===== src/rtl/huff_pkg.sv =====
// Shared types and constants for the Huffman link: command codes, io bit positions,
// code-table entry layout and small helpers for mask/length conversion.
package huff_pkg;

    localparam int unsigned NUM_SYMS = 3;
    localparam int unsigned CODE_W   = 3;
    localparam int unsigned CHAR_W   = 8;

    localparam int unsigned LEN_W    = $clog2(CODE_W + 1);
    localparam int unsigned SYM_W    = $clog2(NUM_SYMS);
    localparam int unsigned WCNT_W   = $clog2(2 * NUM_SYMS);
    localparam int unsigned IO_W     = 12;
    localparam int unsigned PAY_W    = 9;

    // io_in field positions
    localparam int unsigned IO_STROBE  = 11;
    localparam int unsigned IO_CMD_HI  = 10;
    localparam int unsigned IO_CMD_LO  = 9;
    localparam int unsigned PAY_MASK_HI = 5;
    localparam int unsigned PAY_MASK_LO = 3;
    localparam int unsigned PAY_VAL_HI  = 2;

    // io_out field positions
    localparam int unsigned IO_VALID   = 8;
    localparam int unsigned IO_ERR     = 9;
    localparam int unsigned IO_READY   = 10;
    localparam int unsigned IO_PENDING = 11;

    localparam logic [1:0] CMD_LOAD = 2'b00;
    localparam logic [1:0] CMD_BIT  = 2'b01;
    localparam logic [1:0] CMD_CLR  = 2'b10;

    typedef enum logic [1:0] {
        S_LOAD = 2'd0,
        S_DEC  = 2'd1,
        S_ERR  = 2'd2
    } state_t;

    typedef struct packed {
        logic [CHAR_W-1:0] chr;
        logic [LEN_W-1:0]  len;
        logic [CODE_W-1:0] value;
    } entry_t;

    // Contiguous low-order masks 2^n-1 give length n; anything else is an unusable entry.
    function automatic logic [LEN_W-1:0] mask_to_len(input logic [CODE_W-1:0] mask);
        logic [LEN_W-1:0] n;
        n = '0;
        for (int unsigned i = 1; i <= CODE_W; i++) begin
            if (mask == CODE_W'((32'd1 << i) - 32'd1)) begin
                n = LEN_W'(i);
            end
        end
        return n;
    endfunction

    function automatic logic [CODE_W-1:0] len_to_mask(input logic [LEN_W-1:0] len);
        return CODE_W'((32'd1 << len) - 32'd1);
    endfunction

endpackage


===== src/rtl/huff_code_match.sv =====
// Combinational code lookup: finds the lowest-index table entry whose code equals
// the accumulated bits of the given length.
module huff_code_match
    import huff_pkg::*;
(
    input  logic [CODE_W-1:0]         nacc,
    input  logic [LEN_W-1:0]          nlen,
    input  entry_t [NUM_SYMS-1:0]     tbl,
    output logic                      hit_c,
    output logic [CHAR_W-1:0]         chr_c
);

    logic [CODE_W-1:0] len_mask;

    // Scan from the top so the lowest matching index is the one left standing.
    always_comb begin
        hit_c    = 1'b0;
        chr_c    = '0;
        len_mask = len_to_mask(nlen);
        for (int i = NUM_SYMS - 1; i >= 0; i--) begin
            if ((nlen != '0) && (tbl[i].len == nlen) &&
                (((tbl[i].value ^ nacc) & len_mask) == '0)) begin
                hit_c = 1'b1;
                chr_c = tbl[i].chr;
            end
        end
    end

endmodule


===== src/rtl/huff_decoder.sv =====
// Huffman receive side: loads the per-symbol code table from io_in, then decodes an
// MSB-first serial bitstream into characters reported on io_out.
module huff_decoder
    import huff_pkg::*;
(
    input  logic            clk,
    input  logic            reset,
    input  logic [IO_W-1:0] io_in,
    output logic [IO_W-1:0] io_out
);

    state_t                 state_q, state_d;
    logic [WCNT_W-1:0]      word_cnt_q, word_cnt_d;
    logic [CODE_W-1:0]      acc_q, acc_d;
    logic [LEN_W-1:0]       len_q, len_d;
    entry_t [NUM_SYMS-1:0]  tbl_q, tbl_d;
    logic [CHAR_W-1:0]      chr_q, chr_d;
    logic                   valid_q, valid_d;
    logic                   err_q, err_d;
    logic                   ready_q, ready_d;
    logic                   pending_q, pending_d;

    logic                   strobe_c;
    logic [1:0]             cmd_c;
    logic [PAY_W-1:0]       payload_c;
    logic [SYM_W-1:0]       sym_idx_c;
    logic [CODE_W-1:0]      nacc_c;
    logic [LEN_W-1:0]       nlen_c;
    logic                   hit_c;
    logic [CHAR_W-1:0]      hit_chr_c;
    logic                   unused_payload_c;

    assign strobe_c  = io_in[IO_STROBE];
    assign cmd_c     = io_in[IO_CMD_HI:IO_CMD_LO];
    assign payload_c = io_in[PAY_W-1:0];
    assign sym_idx_c = SYM_W'(word_cnt_q >> 1);
    assign nacc_c    = {acc_q[CODE_W-2:0], payload_c[0]};
    assign nlen_c    = LEN_W'(len_q + LEN_W'(1));
    assign unused_payload_c = payload_c[PAY_W-1];

    huff_code_match u_match (
        .nacc  (nacc_c),
        .nlen  (nlen_c),
        .tbl   (tbl_q),
        .hit_c (hit_c),
        .chr_c (hit_chr_c)
    );

    always_ff @(posedge clk) begin
        if (reset) begin
            state_q    <= S_LOAD;
            word_cnt_q <= '0;
            acc_q      <= '0;
            len_q      <= '0;
            tbl_q      <= '0;
            chr_q      <= '0;
            valid_q    <= 1'b0;
            err_q      <= 1'b0;
            ready_q    <= 1'b0;
            pending_q  <= 1'b0;
        end else begin
            state_q    <= state_d;
            word_cnt_q <= word_cnt_d;
            acc_q      <= acc_d;
            len_q      <= len_d;
            tbl_q      <= tbl_d;
            chr_q      <= chr_d;
            valid_q    <= valid_d;
            err_q      <= err_d;
            ready_q    <= ready_d;
            pending_q  <= pending_d;
        end
    end

    always_comb begin
        state_d    = state_q;
        word_cnt_d = word_cnt_q;
        acc_d      = acc_q;
        len_d      = len_q;
        tbl_d      = tbl_q;
        chr_d      = chr_q;
        valid_d    = 1'b0;
        err_d      = err_q;
        ready_d    = ready_q;

        if (strobe_c) begin
            if (cmd_c == CMD_CLR) begin
                state_d    = S_LOAD;
                word_cnt_d = '0;
                acc_d      = '0;
                len_d      = '0;
                chr_d      = '0;
                err_d      = 1'b0;
                ready_d    = 1'b0;
                for (int i = 0; i < NUM_SYMS; i++) begin
                    tbl_d[i].len = '0;
                end
            end else begin
                unique case (state_q)
                    S_LOAD: begin
                        if (cmd_c == CMD_LOAD) begin
                            // Even words carry the character, odd words the mask/value pair.
                            if (!word_cnt_q[0]) begin
                                tbl_d[sym_idx_c].chr = payload_c[CHAR_W-1:0];
                            end else begin
                                tbl_d[sym_idx_c].len   = mask_to_len(payload_c[PAY_MASK_HI:PAY_MASK_LO]);
                                tbl_d[sym_idx_c].value = payload_c[PAY_VAL_HI:0];
                            end
                            word_cnt_d = WCNT_W'(word_cnt_q + WCNT_W'(1));
                            if (word_cnt_q == WCNT_W'(2 * NUM_SYMS - 1)) begin
                                state_d = S_DEC;
                                ready_d = 1'b1;
                            end
                        end
                    end
                    S_DEC: begin
                        if (cmd_c == CMD_BIT) begin
                            if (hit_c) begin
                                chr_d   = hit_chr_c;
                                valid_d = 1'b1;
                                acc_d   = '0;
                                len_d   = '0;
                            end else if (nlen_c == LEN_W'(CODE_W)) begin
                                state_d = S_ERR;
                                err_d   = 1'b1;
                                acc_d   = '0;
                                len_d   = '0;
                            end else begin
                                acc_d = nacc_c;
                                len_d = nlen_c;
                            end
                        end
                    end
                    default: begin
                    end
                endcase
            end
        end

        pending_d = (len_d != '0);
    end

    assign io_out = {pending_q, ready_q, err_q, valid_q, chr_q};

endmodule

===== config.mk =====
export PLATFORM = sky130hd
export DESIGN_NAME = huff_decoder
export DESIGN_NICKNAME = d
export VERILOG_FILES = /design/src/rtl/huff_pkg.sv /design/src/rtl/huff_code_match.sv /design/src/rtl/huff_decoder.sv
export SDC_FILE = /design/constraint.sdc
export NUM_CORES = 1
export LEC_CHECK = 0
export CORE_ASPECT_RATIO = 1.5
export CORE_UTILIZATION = 45
export DETAILED_ROUTE_END_ITERATION = 12
export DONT_BUFFER_PORTS = 1
export HOLD_SLACK_MARGIN = 0.02
export MAX_ROUTING_LAYER = met4
export SYNTH_ARGS = -nofsm -noshare
export SYNTH_HDL_FRONTEND = slang
export SYNTH_SLANG_ARGS = --single-unit

===== constraint.sdc =====
create_clock -name clk -period 2.2 [get_ports clk]
set_input_delay 0.44 -clock clk [delete_from_list [all_inputs] [get_ports clk]]
set_output_delay 0.44 -clock clk [all_outputs]
set_load 0.01 [all_outputs]

==> results of run 1 <==
==> critical path: stages (launching register included) <==
cell and delay, ps:
dfxtp_1 340, inv_1 60, ha_1 330, nor2b_1 170
nor3_2 140, nand4_1 220, buf_6 230, a311o_1 330
a31oi_1 160
==> logic make-up after synthesis <==
kind of cell | Yosys count | share of synthesized area, %
compound gates | 67 | 16.1
mux | 26 | 8.65
xor+xnor | 13 | 3.78
buf+inv | 39 | 5.65
fa+ha+maj | 9 | 3.74
flops | 60 | 39.9
simple gates | 137 | 22.2
==> layer usage <==
metal | vias up | GRT usage [%]
met1 | 1192 | 25.5
met3 | 10 | 5.36
met4 | 0 | 9.89
li1 | 1246 | -
met2 | 51 | 40.6
met5 | - | -
==> timing repair <==
item / CTS / global route
hold endpoints to repair: 0 / 0
endpoints found under the setup margin: 0 / 1
hold buffers: 0 / 0
buffers inserted: 0 / 1
resized for setup: 0 / 3
==> power by group through the flow <==
stage | clock network [mW] | registers [mW] | logic [mW]
4_1_cts | 1.10 | 1.10 | 0.0741
2_1_floorplan | 0 | 1.12 | 0.0712
5_1_grt | 1.15 | 1.10 | 0.0822
3_3_place_gp | 0 | 1.12 | 0.0727
3_5_place_dp | 0 | 1.12 | 0.0740
6_report | 1.08 | 1.10 | 0.0745
==> synth_stat cells, types with 2 or more instances <==
| library cell | count |
|---|---|
| and3_1 | 2 |
| nand2_1 | 29 |
| inv_1 | 16 |
| nor2b_1 | 5 |
| clkbuf_1 | 15 |
| xnor2_1 | 2 |
| a22oi_1 | 7 |
| o311ai_0 | 8 |
| a21oi_1 | 19 |
| ha_1 | 9 |
| nand3_1 | 11 |
| buf_4 | 6 |
| dfxtp_1 | 60 |
| o21ai_0 | 10 |
| a31oi_1 | 3 |
| nand2b_1 | 11 |
| and4_1 | 2 |
| nor3_1 | 3 |
| nor3b_1 | 2 |
| nand2_2 | 3 |
| mux2i_1 | 26 |
| nand4_1 | 8 |
| a32o_1 | 8 |
| a41oi_1 | 2 |
| xor2_1 | 11 |
| nor2_1 | 52 |
| nand4b_1 | 2 |
==> area by class of cell <==
class,count,area share (%)
inverters,16,1.78
clock inverters,3,1.26
multi-input cells,252,48.8
clock buffers,13,5.29
flip-flops and latches,60,35.5
well taps,76,2.81
repair buffers,20,4.55
==> flip-flops by register name (all words and copies together) (netlist names) <==
register / count
tbl_q: 39
chr_q: 8
word_cnt_q: 3
acc_q: 2
len_q: 2
state_q: 2
err_q: 1
pending_q: 1
ready_q: 1
valid_q: 1
==> worst max path at each step <==
| stage | from | end | slack (ps) |
|---|---|---|---|
| after global placement | io_in[9] | tbl_q[32] | 100 |
| after CTS | len_q[0] | state_q[0] | 90 |
| after detailed placement | io_in[9] | tbl_q[38] | 70 |
| final | len_q[0] | state_q[0] | 130 |
| after global routing | len_q[0] | chr_q[3] | -20 |
| after floorplan | len_q[0] | chr_q[7] | 40 |
==> per-stage QoR <==
stage	hold slack [ps]	total power, mW	area, µm²	std cells
finish	154	2.25	3380	440
global route	134	2.33	3380	440
CTS	142	2.27	3360	439
detailed placement	455	1.20	3140	423
global placement	449	1.19	3140	423
floorplan	448	1.19	3010	351
==> run metrics, run 1 <==
asr flop ratio synth=0%; Clock Sink Count=60; Fin Setup TNS=0 ps; number of max-cap violations=0; Post-DRT Antenna Nets=0; Starting Density=46.4%; Worst Path Required=2470 ps; leakage power=1.37 nW; clk_lat worst skew=350 ps; CTS tree=done; Final setup viols=0; syn nets=374; Inserted Diodes=0; Final #Nets=382; Seq/Total Area, Yosys=39.9%; first-pass GRT wire length=11700 µm; Final Hold Viols=0; Avg WL per Cell=16.7 µm; via count=2499; hold path endpoint=len_q[0]; WL met3=293 µm; Hold Crit Start=reset; CTS Buf Count=9; r2r worst-path depth=8; fillcell total=652; area grow syn2layout=12.3%; area leader, netlist=dfxtp_1; Max Freq=484 MHz; vias per cell=5.68; core area=0.00649 mm²; DRT met1 WL=3050 µm; DR iter-0 viols=128; grt total ovfl=0; Worst-Margin Slew=470 ps; Post-synth EDFFs=0; Final period util=93.9%; Synth Flop Type=dfxtp_1; Global Route Usage Sum=23.7%; final slew viol count=0; fraction of layout cells with a size suffix above 1=12.4%; met2 WL=3870 µm; worst hold path class=primary input to flop; # IOs=26; leading cell type in the layout, fill and taps excluded=dfxtp_1; Max rail drop VDD=463 µV; routability congestion estimate=0.814; worst hold path cell count=1; Yosys reg bits=60; critical path type=flop to flop; DPL Wire Length=5170 µm; slew margin rel.=68.6%; cell-internal power=1.77 mW; share of power burned in registers=48.7%; drt total wl=7340 µm; Post-Synthesis Cells=351; clock transition at the registers of the reported paths=80 ps; die width=68.8 µm; top sig layer=met4; Port Buffers=0; pre-CTS setup slack=67.0 ps; CP Max Fanout=17; setup ws final=134 ps; pwr dens=667 mW/mm²; die span in y=102 µm; # DRC=0; RR Startpoint=len_q[0]; share of the synthesized area in the top cell type=39.9%; worst clock skew=13.0 ps; warnings from Yosys=0; element type at the critical path end=flop; vias in the first global route=2431; Net Switching=484 µW; Finished Core Util=52.1%; outcome=finished, final reports clean; average size of a mapped cell=8.58 µm²; Synth area leaders=dfxtp_1, mux2i_1, nor2_1; crit path DAT=2340 ps; initial antenna violation count=0; CTS max path bufs=2; num rows=36; die area=0.00703 mm²; worst r2r dst=state_q[0]; mapped cell area=0.00301 mm²; most frequent cells in the layout=dfxtp_1, nor2_1, nand2_1; H-Tree Level Count=3; largest net degree at the start of global routing=55; Combinational Power Share=3.3%; drt pass-1 iters=4; switching share of total power=21.5%; root buffer cell=clkbuf_8; clock power share=48.0%; register area=0.00120 mm²; area of the multi-input gates=0.00165 mm²; post-synthesis cell type count=46; minimum clock period=2070 ps; startpoint types=flop; internal reg-to-reg setup slack=130 ps
Power figures use the tool's default switching activity.
==> run 2: changes to the inputs <==
--- a/config.mk
+++ b/config.mk
@@ -11,6 +11,8 @@
 export DONT_BUFFER_PORTS = 1
 export HOLD_SLACK_MARGIN = 0.02
 export MAX_ROUTING_LAYER = met4
+export PLACE_DENSITY = 0.73
+export SETUP_SLACK_MARGIN = 0.02
 export SYNTH_ARGS = -nofsm -noshare
 export SYNTH_HDL_FRONTEND = slang
 export SYNTH_SLANG_ARGS = --single-unit
==> run metrics, run 2 (same netlist as run 1, synthesis figures left out) <==
Avg WL per Cell=16.5 µm (-1.3%); worst r2r dst=chr_q[2]; slew margin rel.=64.9% (-3.7 points); CTS max path bufs=2 (unchanged); startpoint types=flop; num rows=36 (unchanged); Max Freq=484 MHz (about the same); RR Startpoint=len_q[1]; Finished Core Util=53.0% (+0.85 points); via count=2547 (+1.9%); vias per cell=5.78 (+1.7%); root buffer cell=clkbuf_8; total power=2.41 mW (+7.1%); leading cell type in the layout, fill and taps excluded=dfxtp_1; DR iter-0 viols=164 (+28%); Inserted Diodes=0 (unchanged); RSZ-0062 raised after global routing=true; vias in the first global route=2458 (+1.1%); cell area after layout=0.00343 mm² (+1.6%); top flop regs=tbl_q (39), chr_q (8), word_cnt_q (3); leakage power=1.40 nW (+2.0%); routability congestion estimate=0.817 (+0.34%); minimum clock period=2070 ps (+1.68 ps); Post-DRT Antenna Nets=0 (unchanged); number of max-cap violations=0 (unchanged); worst clock skew=10.9 ps (-2.13 ps); CTS tree=done; die span in y=102 µm (unchanged); first-pass GRT wire length=11700 µm (about the same); slowest CP cell=dfxtp_1; die area=0.00703 mm² (unchanged); Clock Sink Count=60 (unchanged); Max rail drop VDD=827 µV (+79%); final slew viol count=0 (unchanged); pwr dens=702 mW/mm² (+5.3%); Crit path top cell by count=inv_1; Port Buffers=0 (unchanged); CTS Buf Count=9 (unchanged); H-Tree Level Count=3 (unchanged); element type at the critical path end=flop; internal reg-to-reg setup slack=130 ps (about the same); setup ws final=133 ps (-1.68 ps); r2r worst-path depth=8 (unchanged); clk_lat worst skew=350 ps (about the same); crit path to=chr_q[2]; most frequent cells in the layout=dfxtp_1, nor2_1, nand2_1; die width=68.8 µm (unchanged); CP Max Fanout=8 (-9); clock transition at the registers of the reported paths=70 ps (about the same); Worst-Margin Slew=525 ps (+55.2 ps); DPL Wire Length=4880 µm (-5.5%); Final #Nets=383 (+0.26%); crit path DAT=2360 ps (+20 ps); Worst path max stage delay=360 ps (+20 ps); largest net degree at the start of global routing=55 (unchanged); Starting Density=46.4% (unchanged); hold buffer count at cts=0 (unchanged); drt total wl=7260 µm (-1.1%); Final setup viols=0 (unchanged); max FFs per register=39 (unchanged); initial antenna violation count=0 (unchanged); Top reg by flops=tbl_q; pre-CTS setup slack=76.9 ps (+9.83 ps); Final Hold Viols=0 (unchanged); CP cell instances=inv_1 -> ha_1 -> inv_1 -> o21ai_0 -> nand4_1 -> a31oi_1 -> buf_4 -> a32o_1; # DRC=0 (unchanged); Global Route Usage Sum=23.4% (-0.28 points); grt total ovfl=0 (unchanged); area grow syn2layout=14.1%; Final period util=94.0% (about the same); # IOs=26 (unchanged); fraction of layout cells with a size suffix above 1=12.6% (+0.24 points); outcome=finished, final reports clean; critical path type=flop to flop; Setup crit start=len_q[1]; worst hold path class=primary input to flop; Placed Area=0.00314 mm² (about the same); drt pass-1 iters=4 (unchanged); Worst Path Required=2490 ps (+20 ps); core area=0.00649 mm² (unchanged)
[run 2: changes by cell type in the layout (fill, tap and decap cells not counted), sizes merged]
cell | previous run | this run
buf | 20 | 21
inv | 16 | 17
clkinv | 1 | 2
bufinv | 1 | 3
clkbuf | 13 | 9
[run 2: worst min path at each step]
stage	cells after the start	endpoint	slack, ps	startpoint
final	1	pending_q	150	reset
after global routing	1	pending_q	140	reset
after CTS	1	tbl_q[8]	130	reset
after detailed placement	2	tbl_q[14]	460	tbl_q[14]
after global placement	2	tbl_q[13]	450	tbl_q[13]
after floorplan	2	tbl_q[0]	450	tbl_q[0]
[run 2: area by class of cell]
class	count	area, µm²
fill	598	3050
multi-input combinational	252	1640
inverter	16	60.1
clock inverter	7	124
tap	76	95.1
sequential	60	1200
timing repair buffer	21	186
clock buffer	9	124
[run 2: per-layer routing]
metal	routed length, µm	part of all wire (%)	vias up	global-route usage [%]
met5	0	0	-	-
met2	3810	52	72	38.2
li1	-	-	1253	-
met3	369	5.1	13	7.03
met4	162	2.2	0	11.9
met1	2920	40	1209	24.9
[run 2: worst max-delay path: cells and delay by family, from the launching register on]
kind,cells,cell delay [ps]
compound gates,3,710
buf+inv,3,370
flops,1,360
fa+ha+maj,1,330
simple gates,1,230
[run 2: power by group]
part / switching [mW] / internal (mW) / total, mW
Clock: 0.483 / 0.759 / 1.24
Sequential: 0.00480 / 1.09 / 1.10
Combinational: 0.0412 / 0.0322 / 0.0733
[run 2: timing repair]
action / 4_1_cts / 5_1_grt
buffers inserted: 0 / 4
resized for setup: 0 / 6
endpoints found under the setup margin: 0 / 5
[run 2: metrics by stage]
step,cells,setup TNS [ps],hold slack [ps]
final,441,0,150
after global routing,441,-83.0,136
after CTS,437,0,134
after detailed placement,421,0,458
after global placement,421,0,449
after floorplan,351,0,448
==> run 3: changes to the inputs <==
--- a/config.mk
+++ b/config.mk
@@ -15,4 +15,5 @@
 export SETUP_SLACK_MARGIN = 0.02
 export SYNTH_ARGS = -nofsm -noshare
 export SYNTH_HDL_FRONTEND = slang
+export SYNTH_HIERARCHICAL = 1
 export SYNTH_SLANG_ARGS = --single-unit
==> run metrics, run 3 <==
CTS tree=done; CP bufs+invs=2 (-1); Avg WL per Cell=15.7 µm (-4.9%); clk_lat worst skew=350 ps (about the same); pre-CTS setup slack=-169 ps (-246 ps); share of the synthesized area in the top cell type=39.8% (-0.099 points); DPL Wire Length=4830 µm (-1.2%); Stages on worst setup path=11 (+3); core area=0.00649 mm² (unchanged); leakage power=1.45 nW (+3.6%); worst hold path class=primary input to flop; H-Tree Level Count=3 (unchanged); Global Route Usage Sum=22.8% (-0.55 points); minimum clock period=2260 ps (+192 ps); Synth area leaders=dfxtp_1, mux2i_1, nor2_1; Worst-Margin Slew=538 ps (+12.7 ps); final slew viol count=0 (unchanged); Seq/Total Area, Yosys=39.8% (-0.099 points); die width=68.9 µm (+0.12%); Post-synth EDFFs=0 (unchanged); Clock Sink Count=60 (unchanged); grt total ovfl=0 (unchanged); worst clock skew=6.84 ps (-4.04 ps); pwr dens=678 mW/mm² (-3.5%); routability congestion estimate=0.841 (+3.0%); root buffer cell=clkbuf_8; Worst path max stage delay=340 ps (-20 ps); drt total wl=6780 µm (-6.6%); top-count cell post-synth=dfxtp_1; Yosys reg bits=60 (unchanged); Commonest cells post-synth=dfxtp_1, nor2_1, nand3_1; vias per cell=5.60 (-3.0%); most frequent cells in the layout=dfxtp_1, nor2_1, nand3_1; syn nets=358 (-4.3%); critical path type=flop to flop; die area=0.00704 mm² (+0.25%); Final #Nets=374 (-2.3%); die span in y=102 µm (+0.13%); top flop regs=tbl_q (39), chr_q (8), word_cnt_q (3); Final period util=103% (+8.7 points); Crit path max-delay family=simple AND/OR/NAND/NOR gates; Port Buffers=0 (unchanged); CTS max path bufs=2 (unchanged); WHS=155 ps (+4.62 ps); Starting Density=46.5% (+0.12 points); average size of a mapped cell=8.98 µm² (+4.7%); Top reg by flops=tbl_q; Post-Synthesis Cells=336 (-4.3%); outcome=finished with violations; Worst Path Required=2440 ps (-50 ps); CP Max Fanout=8 (unchanged); cell area after layout=0.00356 mm² (+3.6%); area grow syn2layout=18.0%; clock transition at the registers of the reported paths=70 ps (about the same); max FFs per register=39 (unchanged); DRT met1 WL=2620 µm (-10%); Final setup viols=12 (+12); startpoint types=flop; fraction of layout cells with a size suffix above 1=21.3% (+8.7 points); leading cell type in the layout, fill and taps excluded=dfxtp_1; Post-DRT Antenna Nets=0 (unchanged); failing checks=setup timing; internal reg-to-reg setup slack=-60 ps (-190 ps); Fin Setup TNS=-400 ps (-400 ps); via count=2426 (-4.8%); element type at the critical path end=flop; CTS Buf Count=9 (unchanged); # IOs=26 (unchanged); slew margin rel.=64.0% (-0.90 points); WL met3=274 µm (-26%); Inserted Diodes=0 (unchanged); Synth Flop Type=dfxtp_1; RSZ-0062 raised after global routing=true; vias in the first global route=2410 (-2.0%); Max rail drop VDD=471 µV (-43%); r2r worst-path depth=11 (+3); # DRC=0 (unchanged); Placed Area=0.00319 mm² (+1.6%); drt pass-1 iters=4 (unchanged); DR iter-0 viols=64 (-61%); Final Hold Viols=0 (unchanged); asr flop ratio synth=0% (unchanged); slowest CP cell=dfxtp_2; warnings from Yosys=6 (+6); mapped cell area=0.00302 mm² (+0.25%); number of max-cap violations=0 (unchanged); crit path DAT=2500 ps (+140 ps); Max Freq=443 MHz (-8.5%); hold buffer count at cts=0 (unchanged); met2 WL=3620 µm (-5.0%); post-synthesis cell type count=54 (+17%); first-pass GRT wire length=11200 µm (-3.7%); setup ws final=-59.0 ps (-192 ps); largest net degree at the start of global routing=55 (unchanged); area leader, netlist=dfxtp_1; CP cell instances=inv_2 -> ha_4 -> nor3b_4 -> nand2_1 -> a211o_1 -> or3b_4 -> and3b_2 -> o211ai_4 -> buf_12 -> a22oi_2 -> nor2_1; top sig layer=met4; worst hold path cell count=1 (unchanged); initial antenna violation count=0 (unchanged); num rows=36 (unchanged)
## run 3: repair_timing
action,4_1_cts,5_1_grt
resized for setup,13,4
setup buffers,3,1
setup endpoints to repair,13,15
gates cloned,0,0
pin swaps,8,18
## run 3: metrics by stage
stage	instances	power [mW]	util, %
6_report	433	2.41	54.9
3_3_place_gp	413	1.21	49.2
4_1_cts	432	2.43	54.5
5_1_grt	433	2.48	54.9
3_5_place_dp	413	1.21	49.2
2_1_floorplan	336	1.20	-
## run 3: kinds of logic after synthesis
family	after synthesis	share of synthesized area (%)
mux	24	7.96
simple gates	135	23.8
flops	60	39.8
buf+inv	30	4.93
compound gates	66	16.2
xor+xnor	13	4.02
fa+ha+maj	8	3.32
## run 3: worst reg2reg max path, stage by stage, from the launching register on
cell	delay, ps
dfxtp_2	340
inv_2	50
ha_4	250
nor3b_4	200
nand2_1	80
a211o_1	280
or3b_4	270
and3b_2	230
o211ai_4	90
buf_12	160
a22oi_2	140
nor2_1	60
## run 3: final cells by class
cell class / count / area, µm²
clock buffer: 10 / 138
clock inverter: 6 / 111
fill: 586 / 2930
inverter: 10 / 42.5
multi-input combinational: 246 / 1760
sequential: 60 / 1200
tap: 76 / 95.1
timing repair buffer: 25 / 208
## run 3: where the power goes
part / internal [mW] / leakage (nW) / switching, mW
registers: 1.09 / 0.485 / 0.00552
clock network: 0.782 / 0.122 / 0.439
logic: 0.0411 / 0.842 / 0.0524
total: 1.92 / 1.45 / 0.497
## run 3: final timing paths
path                            startpoint         to
worst max-delay path              len_q[1]   chr_q[4]
worst min-delay path                 reset   chr_q[4]
worst max register to register    len_q[1]   chr_q[4]
worst min register to register   tbl_q[26]  tbl_q[26]
## run 3: metal layers
metal  up-vias  track usage, %
li1       1214               -
met1      1145            23.7
met2        49            37.4
met3        18            5.58
met4         0            14.6
met5         -               -
